--- config.mk ---
export PLATFORM = sky130hd
export DESIGN_NAME = sram_frame_reader
export DESIGN_NICKNAME = d
export VERILOG_FILES = /design/src/rtl/sram_frame_reader.sv
export SDC_FILE = /design/constraint.sdc
export NUM_CORES = 1
export LEC_CHECK = 0
export CORE_UTILIZATION = 40
export DETAILED_ROUTE_END_ITERATION = 10
export GPL_TIMING_DRIVEN = 0
export MAX_ROUTING_LAYER = met4
export PLACE_DENSITY = 0.65
export SYNTH_ARGS = -nofsm -noshare
export SYNTH_HDL_FRONTEND = slang
export SYNTH_SLANG_ARGS = --single-unit
--- constraint.sdc ---
create_clock -name clk -period 3.1 [get_ports clk]
set_clock_uncertainty 0.1 [all_clocks]
set_input_delay 0.31 -clock clk [delete_from_list [all_inputs] [get_ports clk]]
set_output_delay 0.31 -clock clk [all_outputs]
set_load 0.01 [all_outputs]
--- src/rtl/sram_frame_reader.sv ---
// Raster-scans an IMG_W x IMG_H frame out of a single-port SRAM into a valid/ready pixel stream.
// Optional build macro READER_VFLIP_EN scans rows bottom-to-top.
module sram_frame_reader #(
    parameter int IMG_W     = 1024,
    parameter int IMG_H     = 1024,
    parameter int ADDR_SZ   = 20,
    parameter int RAM_WIDTH = 8
) (
    input  logic                 clk,
    input  logic                 rst,
    input  logic                 start,
    output logic                 busy,
    output logic                 done,
    output logic                 sram_en,
    output logic                 sram_we,
    output logic [ADDR_SZ-1:0]   sram_addr,
    output logic [RAM_WIDTH-1:0] sram_din,
    input  logic [RAM_WIDTH-1:0] sram_dout,
    output logic [RAM_WIDTH-1:0] pix_data,
    output logic                 pix_valid,
    input  logic                 pix_ready,
    output logic                 pix_eol,
    output logic                 pix_eof
);

    localparam int XW = (IMG_W > 1) ? $clog2(IMG_W) : 1;
    localparam int YW = (IMG_H > 1) ? $clog2(IMG_H) : 1;
    localparam logic [XW-1:0] X_LAST = XW'(IMG_W - 1);
`ifdef READER_VFLIP_EN
    localparam logic [YW-1:0] Y_FIRST = YW'(IMG_H - 1);
    localparam logic [YW-1:0] Y_LAST  = '0;
`else
    localparam logic [YW-1:0] Y_FIRST = '0;
    localparam logic [YW-1:0] Y_LAST  = YW'(IMG_H - 1);
`endif

    typedef enum logic [1:0] {IDLE, READ, DRAIN, DONE} state_t;

    state_t               state, next_state;
    logic [XW-1:0]        x;
    logic [YW-1:0]        y;
    logic                 inflight, inflight_eol, inflight_eof;
    logic [1:0]           fifo_cnt;
    logic [RAM_WIDTH-1:0] head_data, tail_data;
    logic                 head_eol, head_eof, tail_eol, tail_eof;
    logic                 line_end, frame_end, pop, issue;
    logic [1:0]           room;

    assign line_end  = (x == X_LAST);
    assign frame_end = line_end && (y == Y_LAST);
    assign pix_valid = (fifo_cnt != 2'd0);
    assign pop       = pix_valid && pix_ready;
    // Slots committed after this cycle: stored pixels plus the read in flight, less the one leaving.
    assign room      = fifo_cnt + {1'b0, inflight} - {1'b0, pop};

    always_comb begin
        next_state = state;
        issue      = 1'b0;
        case (state)
            IDLE:    if (start) next_state = READ;
            READ: begin
                issue = (room < 2'd2);
                if (issue && frame_end) next_state = DRAIN;
            end
            DRAIN:   if (fifo_cnt == 2'd0 && !inflight) next_state = DONE;
            DONE:    next_state = IDLE;
            default: next_state = IDLE;
        endcase
    end

    always_ff @(posedge clk) begin
        if (rst) state <= IDLE;
        else     state <= next_state;
    end

    always_ff @(posedge clk) begin
        if (rst) begin
            x <= '0;
            y <= '0;
        end else if (state == IDLE && start) begin
            x <= '0;
            y <= Y_FIRST;
        end else if (issue) begin
            if (line_end) begin
                x <= '0;
`ifdef READER_VFLIP_EN
                y <= y - YW'(1);
`else
                y <= y + YW'(1);
`endif
            end else begin
                x <= x + XW'(1);
            end
        end
    end

    // Tags travel alongside the read so they land in the FIFO with their pixel.
    always_ff @(posedge clk) begin
        if (rst) begin
            inflight     <= 1'b0;
            inflight_eol <= 1'b0;
            inflight_eof <= 1'b0;
        end else begin
            inflight     <= issue;
            inflight_eol <= line_end;
            inflight_eof <= frame_end;
        end
    end

    always_ff @(posedge clk) begin
        if (rst) begin
            fifo_cnt  <= '0;
            head_data <= '0;
            head_eol  <= 1'b0;
            head_eof  <= 1'b0;
            tail_data <= '0;
            tail_eol  <= 1'b0;
            tail_eof  <= 1'b0;
        end else begin
            case ({inflight, pop})
                2'b10: begin
                    if (fifo_cnt == 2'd0) begin
                        head_data <= sram_dout;
                        head_eol  <= inflight_eol;
                        head_eof  <= inflight_eof;
                    end else begin
                        tail_data <= sram_dout;
                        tail_eol  <= inflight_eol;
                        tail_eof  <= inflight_eof;
                    end
                    fifo_cnt <= fifo_cnt + 2'd1;
                end
                2'b01: begin
                    head_data <= tail_data;
                    head_eol  <= tail_eol;
                    head_eof  <= tail_eof;
                    fifo_cnt  <= fifo_cnt - 2'd1;
                end
                2'b11: begin
                    if (fifo_cnt == 2'd1) begin
                        head_data <= sram_dout;
                        head_eol  <= inflight_eol;
                        head_eof  <= inflight_eof;
                    end else begin
                        head_data <= tail_data;
                        head_eol  <= tail_eol;
                        head_eof  <= tail_eof;
                        tail_data <= sram_dout;
                        tail_eol  <= inflight_eol;
                        tail_eof  <= inflight_eof;
                    end
                end
                default: ;
            endcase
        end
    end

    assign busy      = (state == READ) || (state == DRAIN);
    assign done      = (state == DONE);
    assign sram_en   = issue;
    assign sram_we   = 1'b0;
    assign sram_din  = '0;
    assign sram_addr = issue ? (ADDR_SZ'(y) * ADDR_SZ'(IMG_W) + ADDR_SZ'(x)) : '0;
    assign pix_data  = head_data;
    assign pix_eol   = pix_valid && head_eol;
    assign pix_eof   = pix_valid && head_eof;

endmodule

== Word-level counts from Yosys, hierarchy flattened ==
Index checks and enable logic that the tools add are counted.
W data, S select, Z words.

* Output and inout port bits: 43
* Bits in registers: 47
* Bits of input ports: 12
* Word-level logic and storage cells: 82

* Muxes and demuxes: 26
* $add $sub $neg: 7
* Magnitude comparators: 1
* Reduce and logical (&&, ||, !) cells: 20
* Equality and inequality tests: 15

{| class="wikitable"
|+ Operators by type and width
! cell !! number
|-
| $mux W8 || 4
|-
| $pmux W8 S3 || 1
|-
| $add A10 B1 Y10 const B || 2
|-
| $add A20 B10 Y20 || 1
|-
| $eq A10 B10 Y1 const B || 2
|-
| $mux W20 || 1
|-
| $pmux W8 S2 || 1
|-
| $ne A2 B2 Y1 const B || 6
|-
| $mux W10 || 1
|-
| $mux W1 || 9
|-
| $eq A2 B2 Y1 const B || 4
|-
| $pmux W2 S4 || 1
|-
| $logic_and A1 B1 Y1 || 7
|-
| $eq A2 B1 Y1 const B || 3
|-
| $mux W2 || 3
|-
| $pmux W1 S3 || 2
|-
| $reduce_and A3 Y1 || 2
|-
| $reduce_bool A2 Y1 || 3
|-
| $logic_not A2 Y1 || 2
|-
| $pmux W1 S2 || 2
|-
| $pmux W2 S2 || 1
|-
| $reduce_and A2 Y1 || 2
|-
| $reduce_bool A3 Y1 || 1
|-
| $add A2 B1 Y2 || 1
|-
| other kinds (7) || 7
|}

== Longest topological paths before layout ==
* Depth in word-level cells: 7
* Gate-level depth with buffers: 10
* Mapped depth without buffers: 9

== Worst setup path before layout ==
Ideal clock, no wire load.

* Path kind: reg2out
* Start point: register fifo_cnt[0]
* End point: output sram_addr[11]
* Cell stages (with the launch flop): 10
* Data arrival time: 2.058 ns
* Data required time: 2.690 ns
* Path buffers: 1
* Path slack: 0.632 ns
* Cells stage by stage: dfxtp_1 > inv_1 > ha_1 > nand2b_1 > o221ai_1 > or3_1 > a21o_1 > clkinv_1 > clkbuf_1 > and2_1

* Word-level cells in the longest chain between the ends: 6
* Elaborated cells between the ends (all ways): 7
* Those cells by class: add/sub: 2; order compare: 1; mux: 2; reduce/logical: 2

{| class="wikitable"
|+ Ends and longest elaborated chain
! item !! RTL line !! RTL
|-
| from (decl) || 43 || <nowiki>logic [1:0] fifo_cnt;</nowiki>
|-
| from (signal assigned) || 131 || <nowiki>fifo_cnt <= fifo_cnt + 2'd1;</nowiki>
|-
| from (signal assigned) || 137 || <nowiki>fifo_cnt <= fifo_cnt - 2'd1;</nowiki>
|-
| branches (longest 2 deep; another with $add A2 B1 Y2) || n/a ||
|-
| $sub A2 B1 Y2 * || 54 || <nowiki>assign room = fifo_cnt + {1'b0, inflight} - {1'b0, pop};</nowiki>
|-
| $lt A2 B2 Y1 * || 62 || <nowiki>issue = (room < 2'd2);</nowiki>
|-
| $mux W1 * || 59 || <nowiki>case (state)</nowiki>
|-
| net sram_en || 14 || <nowiki>output logic sram_en,</nowiki>
|-
| $mux W20 * || 163 || <nowiki>assign sram_addr = issue ? (ADDR_SZ'(y) * ADDR_SZ'(IMG_W) + ADDR_SZ'(x)) : '0;</nowiki>
|-
| to (decl) || 16 || <nowiki>output logic [ADDR_SZ-1:0] sram_addr,</nowiki>
|}

Mark *: on every way through the listed nets, which the timed path passes.

== Final worst setup path ==
* Start point: register fifo_cnt[0]
* End point: output sram_addr[19]

* Word-level cells in the longest chain between the ends: 6
* Elaborated cells between the ends (all ways): 7
* Those cells by class: add/sub: 2; order compare: 1; mux: 2; reduce/logical: 2

{| class="wikitable"
|+ Ends and longest elaborated chain
! item !! RTL line
|-
| branches (longest 2 deep; another with $add A2 B1 Y2) || n/a
|-
| $sub A2 B1 Y2 * || 54
|-
| $lt A2 B2 Y1 * || 62
|-
| $mux W1 * || 59
|-
| $mux W20 * || 163
|}

Every way passes the cells marked *.

==> results by group <==
Final layout
  • Layout area overhead: 31.4%
  • Most frequent cells in the layout: nor2_1 (49), dfxtp_1 (45), clkdlybuf4s50_1 (24), mux2i_1 (23), dlymetal6s2s_1 (20)
  • Layout cells sized above 1: 11.9%
  • Most common cell after layout, fill and taps aside: nor2_1
  • Final std cells w/o fill: 437
  • Nets: 383
  • Diode count: 0
  • Fillers: 582

Power
  • Total power: 2.09 mW
  • Peak supply drop: 0.409 mV
  • Pwr/cell area: 625 nW/um2
  • Lkg Pwr: 1.66 nW

Clock network
  • Worst-Skew Late Latency: 300 ps
  • CTS tree: done
  • H-tree level count: 2
  • CTS buffer count: 5
  • Root buf cell: clkbuf_8
  • Clk slew on worst S/H paths: 80 ps
  • Clock buffer depth: 2
  • Num Clock Sinks: 47

Floorplanning
  • Std cell rows: 28
  • Die width: 81.7 um
  • DIE AREA: 6670 um2
  • Starting density of the core: 42.2%
  • Core Region: 6030 um2
  • Io pins: 55
  • Die height: 81.7 um

Routing
  • Pre-antenna DRT Iters: 4
  • Vias per cell: 5.05
  • WL/cell: 12.6 um
  • Via count: 2205
  • Detailed router's first-iteration violation count: 97
  • DRC viols: 0
  • Antenna-violating nets left: 0
  • Final WL: 5.50 mm

Worst setup path
  • FF-to-FF Start: fifo_cnt[0]
  • Setup CP Type: flop to output pin
  • Worst Path Buf+Inv: 5
  • Worst EP arrival: 2550 ps
  • Slowest stage cell, crit path: or3_1
  • Crit path max-delay family: buffers and inverters
  • Most frequent CP cell: inv_4
  • Setup crit end: sram_addr[19]
  • WP data required: 2690 ps
  • Startpoint types: flop
  • CP peak stage delay: 400 ps
  • Crit path from: fifo_cnt[0]
  • R2r endpoint: x[5]
  • Endpoint class of the critical path: output pin
  • Reg2reg path depth: 9
  • Crit path depth: 11
  • Cells along the critical path: inv_4 > ha_4 > nand2b_4 > o221ai_1 > or3_1 > a21o_1 > inv_4 > buf_4 > clkbuf_8 > and2_1 > clkdlybuf4s15_1
  • Setup slack, reg-to-reg: 650 ps
  • Critical-path maximum fanout: 10

Global route
  • GR met2 Demand/Resource: 28.8%
  • Met3 Track Usage GR: 3.56%
  • All-Layer GR Usage: 18.3%
  • Grt met1 use: 23.6%
  • Total grt overflow: 0
  • Largest net degree at the start of global routing: 15
  • Vias in the first global route: 1963
  • Initial antenna violation count: 0
  • Gr busiest metal: met2
  • First-pass GRT wire length: 9.05 mm

Logic synthesis
  • Synth cell types: 42
  • Asr flop ratio synth: 0%
  • Synthesized area: 2540 um2
  • Seq/Total Area, Yosys: 37.0%
  • Yosys warns: 0
  • Syn avg cell area: 8.49 um2
  • Synth top area share: 37.0%
  • Leading area contributor after synthesis: dfxtp_1
  • Ys flop type: dfxtp_1
  • Yosys reg bits: 47
  • Post-synth EDFFs: 0
  • Synth Instances: 299
  • Main area contributors after synthesis: dfxtp_1 (37%), mux2i_1 (9.1%), nor2_1 (7.2%), ha_1 (4.9%), a211oi_1 (4.7%)

Run status
  • Status: completed

Placement
  • Routability cong.: 0.791
  • Hpwl dp: 4.01 mm
  • Dpl cells: 427
  • I/O Buffers: 45

STA
  • Endpoints failing hold: 0
  • Clock period minus worst slack: 2960 ps
  • Fmax: 0.338 GHz
  • Max-Slew Margin vs Limit: 44.1%
  • Fin. max-slew vios: 0
  • Final setup fails: 0
  • Worst Max-Slew Pin Slew: 838 ps
  • Final period util: 95.4%

Flow run
  • Max-cap viol count: 0

Worst hold path
  • Worst hold path class: flop to flop
  • Hold Path Depth: 2
[layer usage]
metal | wire length, um | vias to the layer above
met3 | 197 | 4
met2 | 2510 | 39
met4 | 40 | 0
met1 | 2750 | 1026
met5 | 0 | -
li1 | - | 1136
[cell type report]
class	count	area [um2]	area share (%)
Clock buffer	7	86.3	2.59
Clock inverter	1	8.76	0.262
Timing Repair Buffer	47	515	15.4
Tap cell	75	93.8	2.81
Multi-Input combinational cell	221	1470	44.0
Inverter	14	57.6	1.72
Sequential cell	47	946	28.3
Buffer	25	160	4.80
[how the worst min path moves through the flow]
stage	startpoint	to	slack (ps)
finish	head_eol	head_eol	400
global route	head_eol	head_eol	420
CTS	head_eof	head_eof	400
detailed placement	tail_data[5]	tail_data[5]	390
global placement	tail_data[6]	tail_data[6]	370
floorplan	pix_ready	fifo_cnt[1]	300
[sequential cells by signal, indices dropped and copies added (netlist names)]
register      cells
head_eol          1
tail_eof          1
head_eof          1
tail_data         8
state             2
x                10
inflight_eol      1
inflight          1
pix_data          8
y                10
tail_eol          1
fifo_cnt          2
inflight_eof      1
[cells by family after synthesis]
| family | share of synthesized area [%] |
|---|---|
| AND/OR/NAND/NOR | 22.0 |
| AO/OA/AOI/OAI | 15.9 |
| flip-flops | 37.0 |
| buffers and inverters | 7.54 |
| multiplexers | 9.06 |
| adder cells (fa/ha/maj) | 4.93 |
| XOR/XNOR | 3.45 |
| other | 0.148 |
[power by group]
| part | total (mW) | internal (mW) | switching (mW) |
|---|---|---|---|
| sequential | 0.776 | 0.706 | 0.0697 |
| combinational | 0.920 | 0.428 | 0.492 |
| clock | 0.389 | 0.183 | 0.206 |
[cell usage after synthesis, drive strengths merged (3+ instances only)]
| cell | instances |
|---|---|
| buf | 15 |
| nand4 | 5 |
| nor2 | 49 |
| nand2 | 16 |
| nand3 | 8 |
| o21ai | 7 |
| clkbuf | 10 |
| ha | 10 |
| nor4 | 4 |
| nand2b | 7 |
| or3 | 3 |
| a21o | 4 |
| xnor2 | 10 |
| a211oi | 16 |
| dfxtp | 47 |
| and2 | 16 |
| mux2i | 23 |
| inv | 13 |
| a21oi | 11 |
| a2111oi | 3 |
[stage by stage]
step / instance area [um2] / hold slack (ps) / setup TNS (ps) / setup WS, ps / utilization (%)
floorplan: 2570 / 303 / 0 / 632 / -
global placement: 3110 / 372 / -4050 / -270 / 51.7
detailed placement: 3110 / 387 / -4260 / -271 / 51.7
CTS: 3270 / 400 / -280 / -30.1 / 54.2
global route: 3340 / 423 / -17.2 / -17.2 / 55.4
finish: 3340 / 400 / 0 / 141 / 55.4
[worst min-delay path, delay by kind of cell (launching register included)]
kind            cells  cell delay [ps]
simple gates        1               90
compound gates      1               50
flops               1              310
[what timing repair did]
item                                    4_1_cts  5_1_grt
hold endpoints to repair                      0        0
pin swaps                                     0        1
hold buffers                                  0        0
setup buffers                                 0        2
gates resized for setup                      18       26
endpoints found under the setup margin       21       20
cloned                                        0        0
Note: power is estimated with default switching activity, not from simulation.
==> variant: new RTL, same flow settings <==
`ADDR_SZ`: 20 -> 40.
--- a/src/rtl/sram_frame_reader.sv
+++ b/src/rtl/sram_frame_reader.sv
@@ -3,7 +3,7 @@
 module sram_frame_reader #(
     parameter int IMG_W     = 1024,
     parameter int IMG_H     = 1024,
-    parameter int ADDR_SZ   = 20,
+    parameter int ADDR_SZ   = 40,
     parameter int RAM_WIDTH = 8
 ) (
     input  logic                 clk,
Interface: changed (resized sram_addr); port bits go from 55 to 75. No check against the original RTL was run, so the function may have changed too.
==> variant against the original RTL <==
The run now ends with design-rule violations left; first-iteration DRC count is 12% lower; clock power is 21% higher; non-clock buffer count is 18 higher; area after synthesis is 5.9% higher; register-to-register slack better by 0.02 ns; die area is 5.8% higher; design area is 5.3% higher; power is 4.5% higher; worst setup slack worse by 0.032 ns; wire length is 5.6% higher; cell count is 9.2% higher; sequential cell count stayed put.
==> variant: results (changes against the original RTL) <==
Status - finished with violations
Failing checks - design-rule violations
GR Util met3 - 0.0326 (-0.00291)
Xor and xnor area share after synthesis - 0.0326 (-0.00192)
Non-clock buffer count - 90 (+25%)
Grt met2 use - 0.285 (-0.00294)
Non-clk buf share - 0.214 (+0.0111)
Post-synthesis sequential area ratio - 0.350 (-0.0207)
Leakage - 1.61 nW (-2.7%)
Data arrival, critical path - 2.58 ns (+0.03 ns)
H-Tree Depth - 2 (unchanged)
Clock buf count - 6 (-1)
Avg Cell Area, Syn - 8.43 µm² (-0.73%)
Dpl hpwl - 4260 µm (+6.3%)
Vias in the first global route - 2061 (+5.0%)
Clock-cell share of area - 0.0335 (+0.00497)
Synth area leaders - dfxtp_1, mux2i_1, buf_4
Wire per inst - 12.2 µm (-3.3%)
Multi-input gate count - 241 (+9.0%)
WL met3 - 267 µm (+36%)
DRC - 15 (+15)
FF-to-FF setup slack - 0.67 ns (+0.02 ns)
Multi-input combinational area share - 0.440 (-0.000904)
Startpoint types - flip-flop
Worst slew pin tran - 0.768 ns (-0.0702 ns)
Fillers - 634 (+8.9%)
1st-iter DRT viols - 85 (-12%)
Nets - 421 (+9.9%)
Seq pwr share - 0.355 (-0.017)
Vias - 2295 (+4.1%)
First-pass GRT wire length - 9650 µm (+6.6%)
Mux cell area share after synthesis - 0.0856 (-0.00506)
M1 WL - 2800 µm (+1.7%)
Final WL - 5810 µm (+5.6%)
Cell count after placement - 469 (+9.8%)
Most instantiated cells after synthesis - nor2_1, dfxtp_1, buf_4, mux2i_1
Seq pwr - 0.774 mW (about the same)
Slowest CP cell - clkdlybuf4s50_1
Total track usage - 0.173 (-0.00996)
Switching share of total power - 0.359 (-0.00983)
Gpl congestion - 0.865 (+9.3%)
WHS - 0.399 ns (-0.000800 ns)
Iteration count of the initial detailed-routing pass - 7 (+3)
GRT met1 Usage - 0.217 (-0.0186)
Comb power - 0.935 mW (+2%)
VDD IR max - 0.000352 V (-14%)
Distinct cells, synth - 42 (unchanged)
Met2 wire len - 2710 µm (+7.8%)
-- variant: changes by cell type after synthesis --
cell | before | now
buf_4 | 9 | 29
-- variant: what timing repair did --
action                                  4_1_cts  5_1_grt
endpoints found under the setup margin       21        5
cloned                                        0        0
resized for setup                            34        7
setup buffers                                 0        0
-- variant: per-stage QoR --
| stage | worst slack (ns) | util | area, µm² |
|---|---|---|---|
| floorplan | 0.632 | - | 2800 |
| global placement | -0.254 | 0.520 | 3340 |
| detailed placement | -0.251 | 0.520 | 3340 |
| CTS | 0.00718 | 0.545 | 3500 |
| global route | 0.0113 | 0.547 | 3520 |
| finish | 0.109 | 0.547 | 3520 |
-- variant: worst paths after layout --
path,start,end,depth (start not counted)
max,fifo_cnt[0],sram_en,9
min,tail_data[5],tail_data[5],2
max reg2reg,fifo_cnt[0],x[5],9
min reg2reg,tail_data[5],tail_data[5],2
